<file path="config.mk">
export PLATFORM = sky130hd
export DESIGN_NAME = step_counter_fsm
export DESIGN_NICKNAME = d
export VERILOG_FILES = /design/src/rtl/step_counter_pkg.sv /design/src/rtl/step_counter_tick_gen.sv /design/src/rtl/step_counter_fsm.sv
export SDC_FILE = /design/constraint.sdc
export NUM_CORES = 1
export LEC_CHECK = 0
export CORE_MARGIN = 8
export CORE_UTILIZATION = 28
export CTS_BUF_LIST = sky130_fd_sc_hd__clkbuf_4
export CTS_CLUSTER_SIZE = 8
export DETAILED_ROUTE_END_ITERATION = 7
export PLACE_DENSITY_LB_ADDON = 0.2
export SYNTH_ARGS = -nofsm -noshare
export SYNTH_HDL_FRONTEND = slang
export SYNTH_SLANG_ARGS = --single-unit
</file>
<file path="constraint.sdc">
create_clock -name clk -period 3.1 [get_ports clk]
set_input_delay 0.62 -clock clk [delete_from_list [all_inputs] [get_ports clk]]
set_output_delay 0.62 -clock clk [all_outputs]
set_load 0.02 [all_outputs]
</file>
<file path="src/rtl/step_counter_pkg.sv">
// rtl/step_counter_pkg.sv - shared state encoding and helpers for the step counter
// Holds the FSM state type and the log2 helper used to build the STEP alignment mask.
package step_counter_pkg;

  typedef enum logic [1:0] {
    HOLD   = 2'b00,
    RUN_UP = 2'b01,
    RUN_DN = 2'b10
  } state_t;

  function automatic int clog2(input int value);
    int result = 0;
    for (int i = 0; i < 31; i++) begin
      if (((value - 1) >> i) != 0) result = i + 1;
    end
    return result;
  endfunction

endpackage

</file>
<file path="src/rtl/step_counter_tick_gen.sv">
// rtl/step_counter_tick_gen.sv - free-running divider producing a one-cycle enable strobe
// The strobe is decoded from the counter register, so it is glitch-free and on the board clock.
module tick_gen #(
  parameter int DIV_WIDTH = 26
) (
  input  logic clk,
  input  logic reset,
  input  logic clr,
  output logic tick
);

  logic [DIV_WIDTH-1:0] r_div_cnt;

  always_ff @(posedge clk) begin
    if (!reset || clr) begin
      r_div_cnt <= '0;
    end else begin
      r_div_cnt <= r_div_cnt + DIV_WIDTH'(1);
    end
  end

  assign tick = &r_div_cnt;

endmodule

</file>
<file path="src/rtl/step_counter_fsm.sv">
// rtl/step_counter_fsm.sv - parametrised up/down step counter with load, wrap/saturate and flags
// Mode is latched from en/count_up on each tick or load; the step on a tick uses that new mode.
module step_counter_fsm
  import step_counter_pkg::*;
#(
  parameter int WIDTH     = 4,
  parameter int STEP      = 2,
  parameter int MAX_COUNT = 6,
  parameter int DIV_WIDTH = 26,
  parameter int SATURATE  = 0
) (
  input  logic             clk,
  input  logic             reset,
  input  logic             en,
  input  logic             count_up,
  input  logic             load,
  input  logic [WIDTH-1:0] load_value,
  output logic [WIDTH-1:0] count_value,
  output logic             tick,
  output logic             limit,
  output logic             at_zero,
  output logic             at_max
);

  localparam int               ALIGN_BITS = clog2(STEP);
  localparam logic [WIDTH-1:0] MAX_W      = WIDTH'(MAX_COUNT);
  localparam logic [WIDTH:0]   MAX_EXT    = (WIDTH+1)'(MAX_COUNT);
  localparam logic [WIDTH:0]   STEP_EXT   = (WIDTH+1)'(STEP);
  localparam logic [WIDTH-1:0] ALIGN_MASK = ~WIDTH'((1 << ALIGN_BITS) - 1);

  state_t           r_state, w_state_nxt, w_mode;
  logic [WIDTH-1:0] r_count, w_count_nxt, w_load_clip;
  logic             r_limit, w_limit_nxt, w_tick;
  logic [WIDTH:0]   w_up_sum, w_dn_diff;

  tick_gen #(.DIV_WIDTH(DIV_WIDTH)) u_tick_gen (
    .clk   (clk),
    .reset (reset),
    .clr   (load),
    .tick  (w_tick)
  );

  // One extra bit so overflow past MAX_COUNT and underflow below zero are both visible.
  assign w_up_sum    = {1'b0, r_count} + STEP_EXT;
  assign w_dn_diff   = {1'b0, r_count} - STEP_EXT;
  assign w_load_clip = (load_value > MAX_W) ? MAX_W : load_value;

  always_comb begin
    w_mode = HOLD;
    if (en) w_mode = count_up ? RUN_UP : RUN_DN;
  end

  always_comb begin
    w_state_nxt = r_state;
    w_count_nxt = r_count;
    w_limit_nxt = 1'b0;
    if (load) begin
      w_state_nxt = w_mode;
      w_count_nxt = w_load_clip & ALIGN_MASK;
    end else if (w_tick) begin
      w_state_nxt = w_mode;
      case (w_mode)
        RUN_UP: begin
          if (w_up_sum > MAX_EXT) begin
            w_limit_nxt = 1'b1;
            w_count_nxt = (SATURATE != 0) ? MAX_W : '0;
          end else begin
            w_count_nxt = w_up_sum[WIDTH-1:0];
          end
        end
        RUN_DN: begin
          if (w_dn_diff[WIDTH]) begin
            w_limit_nxt = 1'b1;
            w_count_nxt = (SATURATE != 0) ? '0 : MAX_W;
          end else begin
            w_count_nxt = w_dn_diff[WIDTH-1:0];
          end
        end
        default: ;
      endcase
    end
  end

  always_ff @(posedge clk) begin
    if (!reset) begin
      r_state <= HOLD;
      r_count <= '0;
      r_limit <= 1'b0;
    end else begin
      r_state <= w_state_nxt;
      r_count <= w_count_nxt;
      r_limit <= w_limit_nxt;
    end
  end

  assign count_value = r_count;
  assign tick        = w_tick;
  assign limit       = r_limit;
  assign at_zero     = (r_count == '0);
  assign at_max      = (r_count == MAX_W);

endmodule
</file>
## After elaboration in Yosys (flattened, before gate mapping)

Cells that the tools add are included.

| storage, ports and cells | value |
|---|---|
| register bits after elaboration | 31 |
| input bits | 9 |
| output and inout port bits | 8 |
| word-level logic and storage cells | 36 |

| cells by class | value |
|---|---|
| add/subtract/negate cells | 3 |
| $lt $le $gt $ge | 2 |
| eq/ne operators | 3 |
| muxes and demuxes | 11 |
| bitwise operators | 2 |
| reduce and logical (&&, ||, !) cells | 11 |

Operators with widths:

| kind | number |
|---|---|
| $reduce_and A27 Y1 | 1 |
| $add A26 B1 Y26 const B | 1 |
| $reduce_and A26 Y1 | 1 |
| $mux W4 | 5 |
| $pmux W4 S2 | 1 |
| $add A4 B2 Y5 const B | 1 |
| $gt A5 B3 Y1 const B | 1 |
| $sub A4 B2 Y5 const B | 1 |
| $eq A4 B3 Y1 const B | 1 |
| $gt A4 B3 Y1 const B | 1 |
| $logic_not A4 Y1 | 1 |
| $mux W2 | 2 |
| $reduce_bool A2 Y1 | 2 |
| $reduce_bool A3 Y1 | 1 |
| $reduce_or A3 Y1 | 1 |
| $eq A2 B1 Y1 const B | 1 |
| $eq A2 B2 Y1 const B | 1 |
| $mux W1 | 2 |
| $not A1 Y1 | 2 |
| $pmux W1 S2 | 1 |
| $reduce_and A2 Y1 | 1 |
| $reduce_or A2 Y1 | 1 |
| $logic_not A1 Y1 | 1 |
| $logic_or A1 B1 Y1 | 1 |

## Logic depth before layout (Yosys ltp)

| depth | value |
|---|---|
| depth in word-level cells | 6 |
| mapped depth | 7 |
| mapped depth without buffers | 7 |

## Hierarchy

Synthesis repeated with hierarchy kept, for this count alone.

| second synthesis, totals | value |
|---|---|
| cells, all modules | 189 |
| area, all modules | 1579.0 um2 |

By module, submodules not included:

| module | times used | cells an instance | area each (um2) | seq. area each (um2) |
|---|---|---|---|---|
| tick_gen | 1 | 141 | 1213.7 | 520.5 |
| step_counter_fsm | 1 | 48 | 365.4 | 100.1 |

## Worst setup path after synthesis

Ideal clock, no wire load.

| timing path | value |
|---|---|
| kind | register to output |
| start point | register u_tick_gen.r_div_cnt[0] |
| end point | output port tick |
| arrival time | 1.682 ns |
| data required time | 2.480 ns |
| path slack | 0.798 ns |
| stages on the path, launching flop included | 6 |
| buffers on the path | 0 |
| cell sequence | dfxtp_1 > ha_1 > nand3_2 > nor4_4 > nand2_1 > nor2_1 |

| on the way | value |
|---|---|
| cells in the longest elaborated chain, start to end | 1 |

RTL lines:

| element | line | RTL |
|---|---|---|
| start: declaration | step_counter_tick_gen.sv:12 | `logic [DIV_WIDTH-1:0] r_div_cnt;` |
| start signal: assignment | step_counter_tick_gen.sv:18 | `r_div_cnt <= r_div_cnt + DIV_WIDTH'(1);` |
| $reduce_and A26 Y1 | step_counter_tick_gen.sv:22 | `assign tick = &r_div_cnt;` |
| end: declaration | step_counter_fsm.sv:19 | `output logic tick,` |

No other way between the ends.

## Worst setup path in the final report

Ends and elaborated chain as after synthesis.

==> key figures <==
Outcome
  • Run status: completed

Floorplanning
  • Overall die width: 88.71 um
  • IO Pins: 17
  • Chip height: 88.71 um
  • Die area: 7869 um2
  • Initial cell density of the core: 28.98%
  • Core Footprint: 5107 um2
  • Number of cell rows: 26

STA
  • Number of endpoints failing setup at the final stage: 0
  • Maximum frequency from static timing analysis: 342.7 MHz
  • Normalized max-slew margin: 43.69%
  • Setup tns final: 0 ns
  • Fin Clk Skew: 0.007678 ns
  • Number of pins exceeding their max-slew limit in the final report: 0
  • RSZ-0062 raised after global routing: no
  • Shortest period the worst path allows: 2.918 ns
  • Number of endpoints with negative hold slack in the final report: 0
  • Least-Margin Pin Slew: 0.8424 ns
  • Share of the clock period used by the worst path after layout: 94.12%
  • Worst path setup slack after routing: 0.1823 ns

Setup path
  • Worst path buffer plus inverter count: 1
  • Critical path arrival: 2.30 ns
  • Worst setup SP type: register
  • Series of cell instances along the critical path: ha_1 -> nand3_2 -> nor4_4 -> nand2_1 -> nor2_1 -> clkdlybuf4s50_1
  • Max FO, Critical Path: 5
  • FF-to-FF End: count_value[1]$_SDFFE_PN0P_
  • CP Capture Type: output pin
  • Worst reg2reg path startpoint: u_tick_gen.r_div_cnt[0]$_SDFF_PP0_
  • Required time of the worst setup path: 2.48 ns
  • Worst Reg-to-Reg Cells: 7
  • Slowest cell on the critical path: clkdlybuf4s50_1
  • Reg-to-reg slack, setup: 1.13 ns
  • CP Class: register to output pin
  • CP top delay family: simple AND/OR/NAND/NOR gates
  • Maximum cell stage delay along the critical path: 0.61 ns

Logic synthesis
  • Multiplexer fraction of the synthesized cell area: 0%
  • Total number of yosys warnings: 0
  • Total standard cell area after synthesis: 1480 um2
  • Synthesized-area fraction occupied by xor and xnor cells: 14.20%
  • Synth area leaders: dfxtp_1 (42%), xor2_1 (11%), nor2_1 (9.6%)
  • Cells after synthesis: 173
  • EDFF count, synth: 0
  • Flops & latches, synth: 31
  • Register area share after synthesis: 41.93%
  • Combinational family with the most area after synthesis: simple AND/OR/NAND/NOR gates
  • Synth async-reset ratio: 0%
  • Share of the synthesized area in the top cell type: 41.93%
  • Syn_nets: 185
  • Compound-cell area share of the yosys netlist: 7.692%
  • Syn_area_per_cell: 8.556 um2
  • Number of distinct library cells after synthesis: 35
  • Biggest area consumer among synthesized cells: dfxtp_1
  • Area share of fa/ha/maj cells after synthesis: 2.536%
  • Dominant register cell in the synthesized netlist: dfxtp_1
  • Simple-gate share of the synthesized area: 31.61%

Finish
  • Area occupied by multi-input gates: 829.5 um2
  • Leading cell type in the layout, fill and taps excluded: nor2_1
  • Layout net count: 207
  • Final std cell area, no fill: 1809 um2
  • Fill cell instance count of the final layout: 543
  • Fraction of layout cells with a size suffix above 1: 10.20%
  • Register Area: 620.6 um2
  • ANT cells: 0
  • Synthesis-to-layout area growth: 22.23%
  • Most frequent cells in the layout: nor2_1 (38), dfxtp_1 (31), xor2_1 (19)

CTS
  • Clock sink total: 31
  • Inserted Clock Buffers: 5
  • Hold bufs inserted after CTS: 0
  • Clock root buffer: clkbuf_4
  • Clock H-tree levels: 2
  • Buffers from clock root to sink, at most: 2
  • Clock slew at reported path FFs: 0.10 ns
  • Clock tree from TritonCTS: done
  • Post-CTS setup repair buffer count: 0
  • Clock network latency to the later pin of the worst-skew pair: 0.33 ns
  • Quantity of gates resized following cts: 0

Hold path
  • Hold/Removal Path Class: register to register
  • Start point of the worst hold path: u_tick_gen.r_div_cnt[0]$_SDFF_PP0_
  • Instance count along the most critical hold path: 1
  • Worst Hold Endpoint: u_tick_gen.r_div_cnt[0]$_SDFF_PP0_

Global routing
  • GR Layer Usage met1: 9.743%
  • Top Usage Layer GRT: met2
  • Overall fraction of global-route tracks in use: 8.270%
  • First-pass GRT wire length: 5112 um
  • Vias in the first global route: 1133
  • Met3 global-route usage: 2.507%
  • Overall overflow remaining after global route: 0
  • Largest net degree at the start of global routing: 12
  • Met2 track demand over resource: 13.41%
  • Initial antenna violation count: 0

Placed design
  • Final GP Congestion: 0.7627
  • Place WS: 0.5455 ns
  • Half-perimeter wire length of the detailed placement result: 2221 um
  • Count of input and output buffers: 15
  • Total cell area at the placement stage: 1733 um2

Power and ir drop
  • Power Density: 430.9 nW/um2
  • Worst IR drop on VDD: 0.1379 mV
  • Leakage power summed over all cells: 0.6183 nW
  • Post-layout power: 779.7 uW

Routing
  • Routed wire length: 2959 um
  • # DRC: 0
  • Routed via count divided by cell count: 4.571
  • Number of detailed-routing iterations run before antenna repair: 4
  • Total via count in the routed design: 1216
  • DR WL/cell: 11.12 um
  • Violation count after the first detailed-routing iteration: 41
  • Antenna Violating Nets Remaining: 0

Run
  • Max-cap check violation count: 0
## worst reg2reg max path: cells and delay by family, from the launching register on
family,cells,cell delay (ns)
fa+ha+maj,1,0.21
buf+inv,1,0.24
flops,1,0.38
compound gates,2,0.50
simple gates,3,0.58
## worst max path at each step
| stage | slack [ns] | end | startpoint | depth (start not counted) |
|---|---|---|---|---|
| 5_1_grt | 0.02 | tick | u_tick_gen.r_div_cnt[0]$_SDFF_PP0_ | 6 |
| 6_report | 0.18 | tick | u_tick_gen.r_div_cnt[0]$_SDFF_PP0_ | 6 |
| 3_5_place_dp | 0.55 | tick | u_tick_gen.r_div_cnt[0]$_SDFF_PP0_ | 6 |
| 2_1_floorplan | 0.80 | tick | u_tick_gen.r_div_cnt[0]$_SDFF_PP0_ | 5 |
| 3_3_place_gp | 0.57 | tick | u_tick_gen.r_div_cnt[0]$_SDFF_PP0_ | 6 |
| 4_1_cts | 0.15 | tick | u_tick_gen.r_div_cnt[0]$_SDFF_PP0_ | 6 |
## where the power goes
| part | internal [mW] | leakage [nW] | switching (mW) |
|---|---|---|---|
| clock network | 0.166 | 0.0426 | 0.140 |
| logic | 0.0314 | 0.325 | 0.0358 |
| registers | 0.402 | 0.250 | 0.00528 |
| total | 0.599 | 0.618 | 0.181 |
## cells by family after synthesis
family | after synthesis
DFF | 31
adders and majority gates | 3
xor gates and xnor gates | 24
and+or+nand+nor | 89
AOI/OAI and AO/OA | 18
buffers and inverters | 8
## stage by stage
stage | instances | utilization [%] | hold WS [ns]
6_report | 266 | 35.42 | 0.4708
3_5_place_dp | 258 | 33.93 | 0.4467
4_1_cts | 266 | 35.42 | 0.4714
5_1_grt | 266 | 35.42 | 0.4916
2_1_floorplan | 173 | - | 0.4260
3_3_place_gp | 258 | 33.93 | 0.4441
## synth_stat cells (all sizes together) (3+ instances only)
master and instances:
dfxtp 31, clkbuf 3, nand4 8, inv 4, o21ai 4, or3 3, nand2 14, nand2b 3
a31oi 4, nand3 12, nor2 38, ha 3, xor2 19, a21oi 5, xnor2 5
## layer usage
| layer | share of wire, % | up-vias |
|---|---|---|
| met2 | 45 | 13 |
| met3 | 3.1 | 5 |
| met4 | 2.0 | 0 |
| met5 | 0 | - |
| met1 | 50 | 554 |
| li1 | - | 644 |
## flip-flops by register name, summed over array words and instances (netlist names)
signal	count
u_tick_gen.r_div_cnt	26
limit	1
count_value	4
## layout make-up
class | count | area share, %
Timing Repair Buffer | 19 | 9.958
Tap cell | 70 | 4.841
Inverter | 4 | 0.8299
Multi-Input combinational cell | 134 | 45.85
Clock inverter | 3 | 2.144
Sequential cell | 31 | 34.30
Clock buffer | 5 | 2.075
Note: power is estimated with default switching activity, not from simulation.
